$ cat config.mk
export PLATFORM = sky130hd
export DESIGN_NAME = bullet_ctrl_flat
export DESIGN_NICKNAME = d
export VERILOG_FILES = /design/src/rtl/bullet_ctrl_if.sv /design/src/rtl/bullet_ctrl.sv /design/src/flat_wrapper.sv
export SDC_FILE = /design/constraint.sdc
export NUM_CORES = 1
export LEC_CHECK = 0
export ABC_CLOCK_PERIOD_IN_PS = 10200
export BUFFER_PORTS_ARGS = -buffer_cell sky130_fd_sc_hd__buf_2
export CORE_MARGIN = 4
export CORE_UTILIZATION = 30
export CTS_CLUSTER_SIZE = 30
export DETAILED_ROUTE_END_ITERATION = 10
export PLACE_DENSITY = 0.51
export SKIP_CTS_REPAIR_TIMING = 1
export SYNTH_ARGS = -nofsm -noshare
export SYNTH_HDL_FRONTEND = slang
export SYNTH_SLANG_ARGS = --single-unit
$ cat constraint.sdc
create_clock -name frame_clk -period 10.2 [get_ports frame_clk]
set_input_delay 1.53 -clock frame_clk [delete_from_list [all_inputs] [get_ports frame_clk]]
set_output_delay 1.53 -clock frame_clk [all_outputs]
set_load 0.005 [all_outputs]
$ cat src/rtl/bullet_ctrl_if.sv
// Bundle between a tank's fire/position signals, the maze contact logic and one bullet controller.
interface bullet_ctrl_if;
    logic       shoot;
    logic [7:0] sin;
    logic [7:0] cos;
    logic [9:0] tank_x;
    logic [9:0] tank_y;
    logic       isWallLeft;
    logic       isWallRight;
    logic       isWallTop;
    logic       isWallBottom;
    logic       hit;
    logic [1:0] game_end;
    logic [9:0] BulletX;
    logic [9:0] BulletY;
    logic [9:0] BulletS;
    logic       bullet_active;
    logic       ready;

    modport master (
        output shoot, sin, cos, tank_x, tank_y,
        output isWallLeft, isWallRight, isWallTop, isWallBottom, hit, game_end,
        input  BulletX, BulletY, BulletS, bullet_active, ready
    );

    modport slave (
        input  shoot, sin, cos, tank_x, tank_y,
        input  isWallLeft, isWallRight, isWallTop, isWallBottom, hit, game_end,
        output BulletX, BulletY, BulletS, bullet_active, ready
    );
endinterface

$ cat src/rtl/bullet_ctrl.sv
// One tank's bullet: spawns ahead of the tank on a shoot rise, flies in 10.3 fixed point,
// reflects off maze walls and retires on hit, lifetime, bounce limit, screen exit or game end.
module bullet_ctrl #(
    parameter int BULLET_STEP = 24,
    parameter int SPAWN_DIST  = 12,
    parameter int LIFETIME    = 300,
    parameter int MAX_BOUNCE  = 5,
    parameter int COOLDOWN    = 30,
    parameter int BULLET_SIZE = 2
) (
    input logic          frame_clk,
    input logic          Reset,
    bullet_ctrl_if.slave bus
);
    localparam int LW = (LIFETIME   > 1) ? $clog2(LIFETIME + 1)   : 1;
    localparam int BW = (MAX_BOUNCE > 1) ? $clog2(MAX_BOUNCE + 1) : 1;
    localparam int CW = (COOLDOWN   > 1) ? $clog2(COOLDOWN + 1)   : 1;

    typedef enum logic [1:0] {IDLE, FLY, COOL} state_t;

    state_t      state;
    logic        shoot_d;
    logic [12:0] px_q, py_q;
    logic        sx, sy;
    logic [7:0]  vmx, vmy;
    logic [LW-1:0] life;
    logic [BW-1:0] bounces;
    logic [CW-1:0] cool_cnt;
    logic        active_q, ready_q;

    logic        fire;
    logic [7:0]  vmx_new, vmy_new, offx, offy;
    logic [12:0] spawn_x, spawn_y;
    logic        flip_x, flip_y, nsx, nsy;
    logic [BW-1:0] bounce_next;
    logic [13:0] x_sum, y_sum;
    logic        x_out, y_out;
    logic [12:0] nx, ny;
    logic        fly_retire;

    // Spawn geometry and per-frame velocity come straight from the tank's current heading.
    always_comb begin
        fire    = bus.shoot & ~shoot_d;
        vmx_new = 8'((15'(BULLET_STEP) * 15'(bus.cos[6:0])) >> 7);
        vmy_new = 8'((15'(BULLET_STEP) * 15'(bus.sin[6:0])) >> 7);
        offx    = 8'((15'(SPAWN_DIST) * 15'(bus.cos[6:0])) >> 7);
        offy    = 8'((15'(SPAWN_DIST) * 15'(bus.sin[6:0])) >> 7);
        spawn_x = bus.cos[7] ? ({bus.tank_x, 3'b000} - 13'({offx, 3'b000}))
                             : ({bus.tank_x, 3'b000} + 13'({offx, 3'b000}));
        spawn_y = ~bus.sin[7] ? ({bus.tank_y, 3'b000} - 13'({offy, 3'b000}))
                              : ({bus.tank_y, 3'b000} + 13'({offy, 3'b000}));
    end

    // A wall only reflects when the bullet is heading into it; the move uses the reflected signs.
    always_comb begin
        flip_x      = (bus.isWallLeft & sx) | (bus.isWallRight & ~sx);
        flip_y      = (bus.isWallTop & sy) | (bus.isWallBottom & ~sy);
        nsx         = sx ^ flip_x;
        nsy         = sy ^ flip_y;
        bounce_next = bounces + BW'(1);
        x_sum       = {1'b0, px_q} + 14'(vmx);
        y_sum       = {1'b0, py_q} + 14'(vmy);
        x_out       = nsx ? (px_q < 13'(vmx)) : (x_sum[13:3] > 11'd639);
        y_out       = nsy ? (py_q < 13'(vmy)) : (y_sum[13:3] > 11'd479);
        nx          = nsx ? (px_q - 13'(vmx)) : x_sum[12:0];
        ny          = nsy ? (py_q - 13'(vmy)) : y_sum[12:0];
        fly_retire  = bus.hit | (life == LW'(1)) |
                      ((flip_x | flip_y) & (bounce_next == BW'(MAX_BOUNCE))) |
                      x_out | y_out;
    end

    always_ff @(posedge frame_clk) begin
        if (!Reset) begin
            state    <= IDLE;
            shoot_d  <= 1'b0;
            px_q     <= '0;
            py_q     <= '0;
            sx       <= 1'b0;
            sy       <= 1'b0;
            vmx      <= '0;
            vmy      <= '0;
            life     <= '0;
            bounces  <= '0;
            cool_cnt <= '0;
            active_q <= 1'b0;
            ready_q  <= 1'b1;
        end else begin
            shoot_d <= bus.shoot;
            case (state)
                IDLE: begin
                    if (fire && bus.game_end == 2'b00) begin
                        state    <= FLY;
                        sx       <= bus.cos[7];
                        sy       <= ~bus.sin[7];
                        vmx      <= vmx_new;
                        vmy      <= vmy_new;
                        px_q     <= spawn_x;
                        py_q     <= spawn_y;
                        life     <= LW'(LIFETIME);
                        bounces  <= '0;
                        active_q <= 1'b1;
                        ready_q  <= 1'b0;
                    end
                end
                FLY: begin
                    if (bus.game_end != 2'b00) begin
                        state    <= IDLE;
                        active_q <= 1'b0;
                        ready_q  <= 1'b1;
                    end else if (fly_retire) begin
                        // Every retire reason lands in COOL with the position left untouched.
                        state    <= COOL;
                        active_q <= 1'b0;
                        cool_cnt <= CW'(COOLDOWN);
                    end else begin
                        life <= life - LW'(1);
                        if (flip_x | flip_y)
                            bounces <= bounce_next;
                        sx   <= nsx;
                        sy   <= nsy;
                        px_q <= nx;
                        py_q <= ny;
                    end
                end
                COOL: begin
                    if (bus.game_end != 2'b00 || cool_cnt <= CW'(1)) begin
                        state    <= IDLE;
                        cool_cnt <= '0;
                        ready_q  <= 1'b1;
                    end else begin
                        cool_cnt <= cool_cnt - CW'(1);
                    end
                end
                default: begin
                    state    <= IDLE;
                    active_q <= 1'b0;
                    ready_q  <= 1'b1;
                end
            endcase
        end
    end

    assign bus.BulletX       = px_q[12:3];
    assign bus.BulletY       = py_q[12:3];
    assign bus.BulletS       = 10'(BULLET_SIZE);
    assign bus.bullet_active = active_q;
    assign bus.ready         = ready_q;
endmodule

$ cat src/flat_wrapper.sv
// flat-port wrapper written by rule: the top's interface ports become plain ports
module bullet_ctrl_flat 
#(
    parameter int BULLET_STEP = 24,
    parameter int SPAWN_DIST  = 12,
    parameter int LIFETIME    = 300,
    parameter int MAX_BOUNCE  = 5,
    parameter int COOLDOWN    = 30,
    parameter int BULLET_SIZE = 2
)
  (frame_clk, Reset, bus_shoot, bus_sin, bus_cos, bus_tank_x, bus_tank_y, bus_isWallLeft, bus_isWallRight, bus_isWallTop, bus_isWallBottom, bus_hit, bus_game_end, bus_BulletX, bus_BulletY, bus_BulletS, bus_bullet_active, bus_ready);
  bullet_ctrl_if bus_i ();
  input logic frame_clk;
  input logic Reset;
  input wire logic [$bits(bus_i.shoot)-1:0] bus_shoot;
  input wire logic [$bits(bus_i.sin)-1:0] bus_sin;
  input wire logic [$bits(bus_i.cos)-1:0] bus_cos;
  input wire logic [$bits(bus_i.tank_x)-1:0] bus_tank_x;
  input wire logic [$bits(bus_i.tank_y)-1:0] bus_tank_y;
  input wire logic [$bits(bus_i.isWallLeft)-1:0] bus_isWallLeft;
  input wire logic [$bits(bus_i.isWallRight)-1:0] bus_isWallRight;
  input wire logic [$bits(bus_i.isWallTop)-1:0] bus_isWallTop;
  input wire logic [$bits(bus_i.isWallBottom)-1:0] bus_isWallBottom;
  input wire logic [$bits(bus_i.hit)-1:0] bus_hit;
  input wire logic [$bits(bus_i.game_end)-1:0] bus_game_end;
  output wire logic [$bits(bus_i.BulletX)-1:0] bus_BulletX;
  output wire logic [$bits(bus_i.BulletY)-1:0] bus_BulletY;
  output wire logic [$bits(bus_i.BulletS)-1:0] bus_BulletS;
  output wire logic [$bits(bus_i.bullet_active)-1:0] bus_bullet_active;
  output wire logic [$bits(bus_i.ready)-1:0] bus_ready;
  assign bus_i.shoot = bus_shoot;
  assign bus_i.sin = bus_sin;
  assign bus_i.cos = bus_cos;
  assign bus_i.tank_x = bus_tank_x;
  assign bus_i.tank_y = bus_tank_y;
  assign bus_i.isWallLeft = bus_isWallLeft;
  assign bus_i.isWallRight = bus_isWallRight;
  assign bus_i.isWallTop = bus_isWallTop;
  assign bus_i.isWallBottom = bus_isWallBottom;
  assign bus_i.hit = bus_hit;
  assign bus_i.game_end = bus_game_end;
  assign bus_BulletX = bus_i.BulletX;
  assign bus_BulletY = bus_i.BulletY;
  assign bus_BulletS = bus_i.BulletS;
  assign bus_bullet_active = bus_i.bullet_active;
  assign bus_ready = bus_i.ready;
  bullet_ctrl #(.BULLET_STEP(BULLET_STEP), .SPAWN_DIST(SPAWN_DIST), .LIFETIME(LIFETIME), .MAX_BOUNCE(MAX_BOUNCE), .COOLDOWN(COOLDOWN), .BULLET_SIZE(BULLET_SIZE)) u_core (.frame_clk(frame_clk), .Reset(Reset), .bus(bus_i));
endmodule
After elaboration in Yosys (flattened, before gate mapping). Cells that the tools add are included.

Register bits: 60. Bits of input ports: 46. Output and inout port bits: 32. Word-level logic and storage cells: 127.

$add $sub $neg: 11. Multiply operators: 4. Magnitude comparators: 5. Eq/ne operators: 12. Mux-type cells: 48. Bitwise gates (word level): 20. Reduce and logical (&&, ||, !) cells: 14.

Operator list (count): 13-bit 2-to-1 mux (10); 13-bit one-hot mux with 2 select lines (2); 2-bit by 7-bit multiplier with 9-bit output, first input constant (4); 13-bit by 5-bit adder with 14-bit output (2); 9-bit 2-to-1 mux (3); 13-bit by 7-bit adder with 13-bit output (2); 13-bit by 5-bit < comparator with 1-bit output (2); 13-bit by 5-bit subtractor with 13-bit output (2); 13-bit by 7-bit subtractor with 13-bit output (2); 9-bit one-hot mux with 2 select lines (1); 5-bit 2-to-1 mux (3); 1-bit 2-to-1 mux (14); 3-bit 2-to-1 mux (4); 3-bit AND reduction (4); 11-bit by 10-bit greater-than comparator with 1-bit output, second input constant (1); 11-bit by 9-bit greater-than comparator with 1-bit output, second input constant (1); 2-bit by 1-bit != test with 1-bit output, second input constant (5); 5-bit one-hot mux with 2 select lines (1); 9-bit by 1-bit equality test with 1-bit output, second input constant (1); 9-bit by 1-bit subtractor with 9-bit output, second input constant (1); 2-bit 2-to-1 mux (4); 1-bit OR (7); 1-bit bitwise AND (6); 1-bit one-hot mux with 3 select lines (2); 20 further kinds (30).

Logic depth before layout (Yosys ltp). Gate-level depths: netlist of the first run.

Word-level depth: 11. Mapped depth: 18. Gate-level depth less buffers: 18.

Worst setup path before layout of the first run. No wires, ideal clock.

Path kind: in2reg. Start: in bus_cos[1]. End: reg u_core.px_q[12]. Library setup time: 0.120 ns. Arrival: 4.761 ns. Required time: 10.080 ns. Setup slack: 5.319 ns. Stages: 16. Buffers on the path: 0. Cells stage by stage: ha_1 nand3_1 a2111oi_0 nor2_1 xnor2_1 ha_1 o21ai_0 ha_1 nor2b_1 o21ai_0 a21o_1 a21oi_1 a31oi_1 xnor2_1 nor2_1 o31a_1.

Longest elaborated chain between the ends: 5. Elaborated cells between the ends (all ways): 6. Classes of those cells: add/sub (2); mul (1); mux (3).

Ends and longest elaborated chain: start: declaration (RTL line flat_wrapper.sv:17) `input wire logic [$bits(bus_i.cos)-1:0] bus_cos;`; 2-bit by 7-bit multiplier with 9-bit output * (RTL line bullet_ctrl.sv:46) `offx = 8'((15'(SPAWN_DIST) * 15'(bus.cos[6:0])) >> 7);`; 13-bit by 7-bit adder with 13-bit output or 13-bit by 7-bit subtractor with 13-bit output (tied branches) (RTL line bullet_ctrl.sv:49, bullet_ctrl.sv:48); 13-bit 2-to-1 mux * (RTL line bullet_ctrl.sv:48) `spawn_x = bus.cos[7] ? ({bus.tank_x, 3'b000} - 13'({offx, 3'b000}))`; 13-bit 2-to-1 mux * (RTL line bullet_ctrl.sv:91) `if (fire && bus.game_end == 2'b00) begin`; 13-bit one-hot mux with 2 select lines * (RTL line bullet_ctrl.sv:89) `case (state)`; end signal: assignment (RTL line bullet_ctrl.sv:97) `px_q <= spawn_x;`; end signal: assignment (RTL line bullet_ctrl.sv:121) `px_q <= nx;`; end: declaration (RTL line bullet_ctrl.sv:23) `logic [12:0] px_q, py_q;`.

Mark *: on every way between the ends. The rest lies on a longest branch, timed or not. The select of a mux whose other input is x is not followed. A chain may end at the register's enable or synchronous reset.

Worst setup path in the final report of the first run.
Start: in bus_cos[2]. End: reg u_core.px_q[12].

The elaborated chain is that of the path after synthesis.

==> metrics.md, run 1 <==
| Metric | Value |
|---|---|
| 1st-iter DRT viols | 427 |
| Setup TNS Final | 0 ns |
| Cells after Synth | 817 |
| Maxcap violations | 0 |
| Initial antenna violation count | 0 |
| Die W | 151 um |
| Post-synth ARST share | 0% |
| Final #Nets | 952 |
| Pleak | 2.78 nW |
| CP startpoint kind | primary input |
| Worst Setup End Kind | flop |
| First-pass GRT wire length | 27500 um |
| Crit path arrival time | 5.36 ns |
| EDFF count, synth | 0 |
| Final setup viols | 0 |
| Area of the multi-input gates | 4350 sq um |
| Chip Height | 151 um |
| Post-synth top flop | dfxtp_1 |
| RSZ-0062 raised after global routing | false |
| HPWL after detailed placement | 12500 um |
| Share of cells above drive strength 1 | 12.7% |
| Final wirelength | 17300 um |
| I/O pins | 78 |
| Cell variety after synth | 81 |
| Total CTS buffers | 9 |
| Final hold viol count | 0 |
| Core Region | 20200 sq um |
| Die area | 22800 sq um |
| Remaining Overflow, GRT | 0 |
| Skew final | 0.00784 ns |
| Largest net degree at the start of global routing | 46 |
| Part of the cycle the worst path needs | 50.3% |
| Area delta synth->final | 10.9% |
| Antenna cell count | 0 |
| Root Driver | clkbuf_16 |
| Via count | 5776 |
| Status | finished, final reports clean |
| Number of warnings issued by yosys | 0 |
| Slew HR | 45.8% |
| Clock slew seen by the registers of the worst setup and hold paths | 0.06 ns |
| Max H-tree Level | 3 |
| Antenna viol nets, final | 0 |
| Vias per cell | 5.20 |
| Clk sink count | 60 |
| Fmax | 0.195 GHz |
| Clk_lat worst skew | 0.34 ns |
| PwrDens | 222 nW/um^2 |
| Total Routing Usage GR | 15.1% |
| Mapped Area | 6140 sq um |
| Number of global-route vias before repair | 5219 |
| Rows | 52 |
| Slew Limit Fails | 0 |
| Seq cells post-synth | 60 |
| Final Power | 0.00151 W |
| Avg WL per Cell | 15.6 um |
| Initial Util | 30.4% |
| Synthesized area per cell | 7.51 sq um |
| Worst vdd rail ir drop | 0.111 mV |
| PortBufs | 67 |
| Crit-path max FO | 3 |
| Post-synthesis sequential area ratio | 19.6% |
| CP Data Required Time | 10.43 ns |
| Worst hold-check path type | reg -> reg |
| Crit Path Class | in -> reg |
| FF+latch area | 1200 sq um |
| Routability cong. | 0.836 |
| CTS Buffer Depth | 2 |
| Initial DRT Pass Iterations | 5 |
| CTS tree | yes |
| Worst-Margin Slew | 0.792 ns |
| Crit path time final | 5.13 ns |
| Residual DRC | 0 |
| Filler cell count | 2213 |
==> stage by stage <==
step | util [%] | area [sq um] | instances | hold WS, ns | setup slack, ns
after floorplan | - | 6170 | 825 | 0.444 | 5.32
after global placement | 32.2 | 6490 | 1094 | 0.455 | 4.86
after detailed placement | 32.2 | 6490 | 1094 | 0.447 | 4.76
after CTS | 33.7 | 6810 | 1110 | 0.465 | 5.09
after global routing | 33.7 | 6810 | 1110 | 0.486 | 4.72
final | 33.7 | 6810 | 1110 | 0.461 | 5.07
==> critical path, cell delays in order <==
cell,delay [ns]
buf_2,0.11
ha_1,0.27
nand3_1,0.11
a2111oi_0,0.73
nor2_1,0.15
xnor2_1,0.30
ha_1,0.28
o21ai_0,0.30
ha_1,0.29
nor2b_1,0.12
o21ai_0,0.20
a21o_1,0.17
a21oi_1,0.09
a31oi_1,0.22
xnor2_1,0.14
nor2_1,0.05
o31a_1,0.29
==> cells by family after synthesis <==
family,count (synthesis),share of synthesized area (%)
AOI/OAI and AO/OA,237,26.5
xor gates and xnor gates,36,5.14
adders and majority gates,71,15.2
buffers and inverters,129,10.1
DFF,60,19.6
muxes,6,0.999
other,2,0.122
and+or+nand+nor,276,22.4
==> power by group <==
part           total, W  switching, W  internal (W)
Combinational  0.000821      0.000503      0.000318
Clock          0.000333      0.000113      0.000220
Sequential     0.000356     0.0000701      0.000286
==> layout make-up <==
cell class | count | area share [%]
Multi-Input combinational cell | 636 | 63.9
Inverter | 52 | 2.87
Clock buffer | 12 | 3.62
Tap cell | 270 | 4.96
Clock inverter | 4 | 1.07
Timing Repair Buffer | 76 | 5.92
Sequential cell | 60 | 17.7
==> state kept, by name (all words and copies together), names as in the netlist <==
name,cells
u_core.shoot_d,1
u_core.bus.ready,1
u_core.vmx,5
u_core.sx,1
u_core.px_q,13
u_core.py_q,13
u_core.cool_cnt,5
u_core.state,2
u_core.bounces,3
u_core.sy,1
u_core.bus.bullet_active,1
u_core.life,9
u_core.vmy,5
==> cells in the mapped netlist (all sizes together), types with 4 or more instances <==
cell    instances  share of area [%]
xnor2          24                3.4
nor3b           5               0.61
a211oi         19                2.4
xor2           12                1.7
a21oi          62                5.1
nor3           33                2.8
dfxtp          60                 20
o21bai          5               0.61
nand2b         10                1.0
a21o           11                1.3
nor2b          10                1.0
buf            40                4.7
mux2i           5               0.82
fa              6                2.0
nor2           63                3.9
and2           10                1.0
ha             65                 13
o21ai          41                3.4
nand2          82                5.0
a31o            5               0.71
or3             5               0.51
o21a            6               0.73
o22ai           8               0.82
a32o            6               0.98
inv            52                3.2
a22oi           8               0.98
nor4            4               0.41
o31ai           9                1.1
nand4           5               0.75
clkbuf         37                2.3
nand3          24                2.0
a31oi          12                1.2
==> layout by cell type, fill, tap and decap left out, drive strengths merged, types with 6 or more instances in the layout <==
master,synthesis,layout
and2,10,10
ha,65,65
o21a,6,6
o31ai,9,9
nor2,63,63
xnor2,24,24
clkbuf,37,12
xor2,12,12
nor3,33,33
nor2b,10,10
a22oi,8,8
o21ai,41,41
o22ai,8,8
nand3,24,24
nand2,82,82
fa,6,6
conb,2,10
a32o,6,6
a21o,11,11
inv,52,52
a21oi,62,62
a211oi,19,19
dfxtp,60,60
a31oi,12,12
buf,40,76
nand2b,10,10
==> worst paths after layout <==
path / startpoint / endpoint / slack, ns / depth (start not counted)
worst max-delay path: bus_cos[2] / u_core.px_q[12] / 5.07 / 17
worst min-delay path: u_core.bus.bullet_active / u_core.bus.bullet_active / 0.46 / 2
worst max register to register: u_core.vmy[4] / u_core.py_q[9] / 5.90 / 11
worst min register to register: u_core.bus.bullet_active / u_core.bus.bullet_active / 0.46 / 2
==> routing by layer <==
metal	vias up	share of wire, %	GRT usage, %
li1	2947	-	-
met1	2684	50	22.1
met2	131	44	23.4
met3	14	4.1	1.71
met4	0	1.2	3.94
met5	-	0	0
No activity file was read; power rests on OpenSTA's default activity.
==> run 2: changes to the inputs <==
- ABC_CLOCK_PERIOD_IN_PS: 10200 -> 4900
- clock period: 10.2 -> 4.9 ns (I/O delays scaled with it)
==> metrics.md, run 2 (synthesis results as in run 1) <==
| Metric | Value |
|---|---|
| FF+latch area | 1200 sq um (unchanged) |
| Filler cell count | 2224 (+0.50%) |
| Fmax | 0.241 GHz |
| Share of cells above drive strength 1 | 13.3% (+0.55 points) |
| Routability cong. | 0.851 (+1.8%) |
| Initial antenna violation count | 0 (unchanged) |
| CP startpoint kind | primary input |
| Vias per cell | 5.20 (-0.15%) |
| CTS tree | yes |
| Number of global-route vias before repair | 5384 (+3.2%) |
| Slew HR | 48.6% (+2.7 points) |
| Placed Cells | 1097 (+0.27%) |
| Crit path arrival time | 4.40 ns (-0.96 ns) |
| Core Region | 20200 sq um (unchanged) |
| Final setup viols | 0 (unchanged) |
| RSZ-0062 raised after global routing | false |
| Area of the multi-input gates | 4350 sq um (unchanged) |
| Total Routing Usage GR | 15.7% (+0.66 points) |
| Maxcap violations | 0 (unchanged) |
| Die W | 151 um (unchanged) |
| CTS Buffer Depth | 2 (unchanged) |
| Chip Height | 151 um (unchanged) |
| Crit-path max FO | 3 (unchanged) |
| WHS | 0.465 ns (+0.00354 ns) |
| Setup TNS Final | 0 ns (unchanged) |
| Part of the cycle the worst path needs | 84.7% |
| Worst Setup End Kind | flop |
| Antenna cell count | 0 (unchanged) |
| Clk_lat worst skew | 0.34 ns (about the same) |
| Origin of the worst setup path | bus_sin[1] |
| Initial Util | 30.4% (unchanged) |
| Largest regs | u_core.px_q: 13 flops, u_core.py_q: 13 flops, u_core.life: 9 flops |
| Commonest non-fill, non-tap cell in the layout | nand2_1 |
| Final hold viol count | 0 (unchanged) |
| Total CTS buffers | 9 (unchanged) |
| Remaining Overflow, GRT | 0 (unchanged) |
| Highest-count cells in the layout ignoring fill and taps | nand2_1 (82), buf_2 (67), ha_1 (65) |
| Avg WL per Cell | 15.7 um (+0.72%) |
| Via count | 5783 (+0.12%) |
| Max H-tree Level | 3 (unchanged) |
| Worst hold-check path type | reg -> reg |
| Pleak | 2.78 nW (-0.11%) |
| Core Util, Final | 33.6% (-0.093 points) |
| Status | finished, final reports clean |
| Worst r2r src | u_core.vmy[4] |
| Slew Limit Fails | 0 (unchanged) |
| Skew final | 0.0108 ns (+0.00296 ns) |
| 1st-iter DRT viols | 335 (-22%) |
| First-pass GRT wire length | 28700 um (+4.2%) |
| Final Non-Filler Cells | 1113 (+0.27%) |
| Final wirelength | 17500 um (+0.99%) |
| Antenna viol nets, final | 0 (unchanged) |
| Min-delay src | u_core.life[1] |
| PwrDens | 455 nW/um^2 (+100%) |
| Initial DRT Pass Iterations | 5 (unchanged) |
| Area delta synth->final | 10.6% |
| Clk sink count | 60 (unchanged) |
| Rows | 52 (unchanged) |
| Worst-Margin Slew | 0.770 ns (-0.0221 ns) |
| HPWL after detailed placement | 12900 um (+3.1%) |
| Worst vdd rail ir drop | 0.176 mV (+59%) |
| Final #Nets | 955 (+0.32%) |
| PortBufs | 67 (unchanged) |
| I/O pins | 78 (unchanged) |
| Crit Path Class | in -> reg |
| CP Data Required Time | 5.15 ns (-5.28 ns) |
| Largest net degree at the start of global routing | 45 (-2.2%) |
| Die area | 22800 sq um (unchanged) |
| Clock slew seen by the registers of the worst setup and hold paths | 0.06 ns (about the same) |
| Residual DRC | 0 (unchanged) |
| Root Driver | clkbuf_16 |
| Crit path time final | 4.15 ns |
==> run 2: worst paths after layout <==
kind                                        end  slack [ns]  depth (start not counted)
worst max-delay path            u_core.py_q[12]        0.75                         17
worst min-delay path             u_core.life[1]        0.46                          2
worst max register to register  u_core.py_q[10]        1.06                         10
worst min register to register   u_core.life[1]        0.46                          2
==> run 2: critical path, cell delays in order <==
cell and delay (ns):
buf_2 0.11, ha_1 0.28, a31oi_1 0.18, o21ai_0 0.21, a21oi_1 0.35, xnor2_1 0.17
ha_1 0.31, nor2_1 0.04, a21oi_1 0.21, ha_1 0.27, a21o_1 0.15, a21oi_1 0.20
o21ai_0 0.16, o41ai_1 0.45, o21ai_0 0.21, xnor2_1 0.16, a211oi_1 0.21
==> run 2: final cells by class <==
type,count,area share [%]
tap,270,4.98
multi-input combinational,636,64.1
inverter,52,2.88
clock buffer,10,3.52
sequential,60,17.7
clock inverter,6,0.572
timing repair buffer,79,6.27
==> run 2: where the power goes <==
group	internal, W	total, W	switching (W)
logic	0.000677	0.00174	0.00106
clock network	0.000355	0.000605	0.000250
registers	0.000594	0.000741	0.000146
total	0.00163	0.00309	0.00146
==> run 2: stage by stage <==
step / area, sq um / power (W) / worst slack [ns]
2_1_floorplan: 6170 / 0.00205 / 0.814
3_3_place_gp: 6510 / 0.00248 / 0.507
3_5_place_dp: 6510 / 0.00249 / 0.412
4_1_cts: 6790 / 0.00310 / 0.755
5_1_grt: 6790 / 0.00337 / 0.254
6_report: 6790 / 0.00309 / 0.752
==> run 2: per-layer routing <==
layer  GRT usage [%]  part of all wire, %  up-vias
met5               0                    0        -
met4            5.53                  2.2        0
met3            2.51                  4.3       25
met2            23.9                   43      137
met1            22.5                   50     2670
li1                -                    -     2951
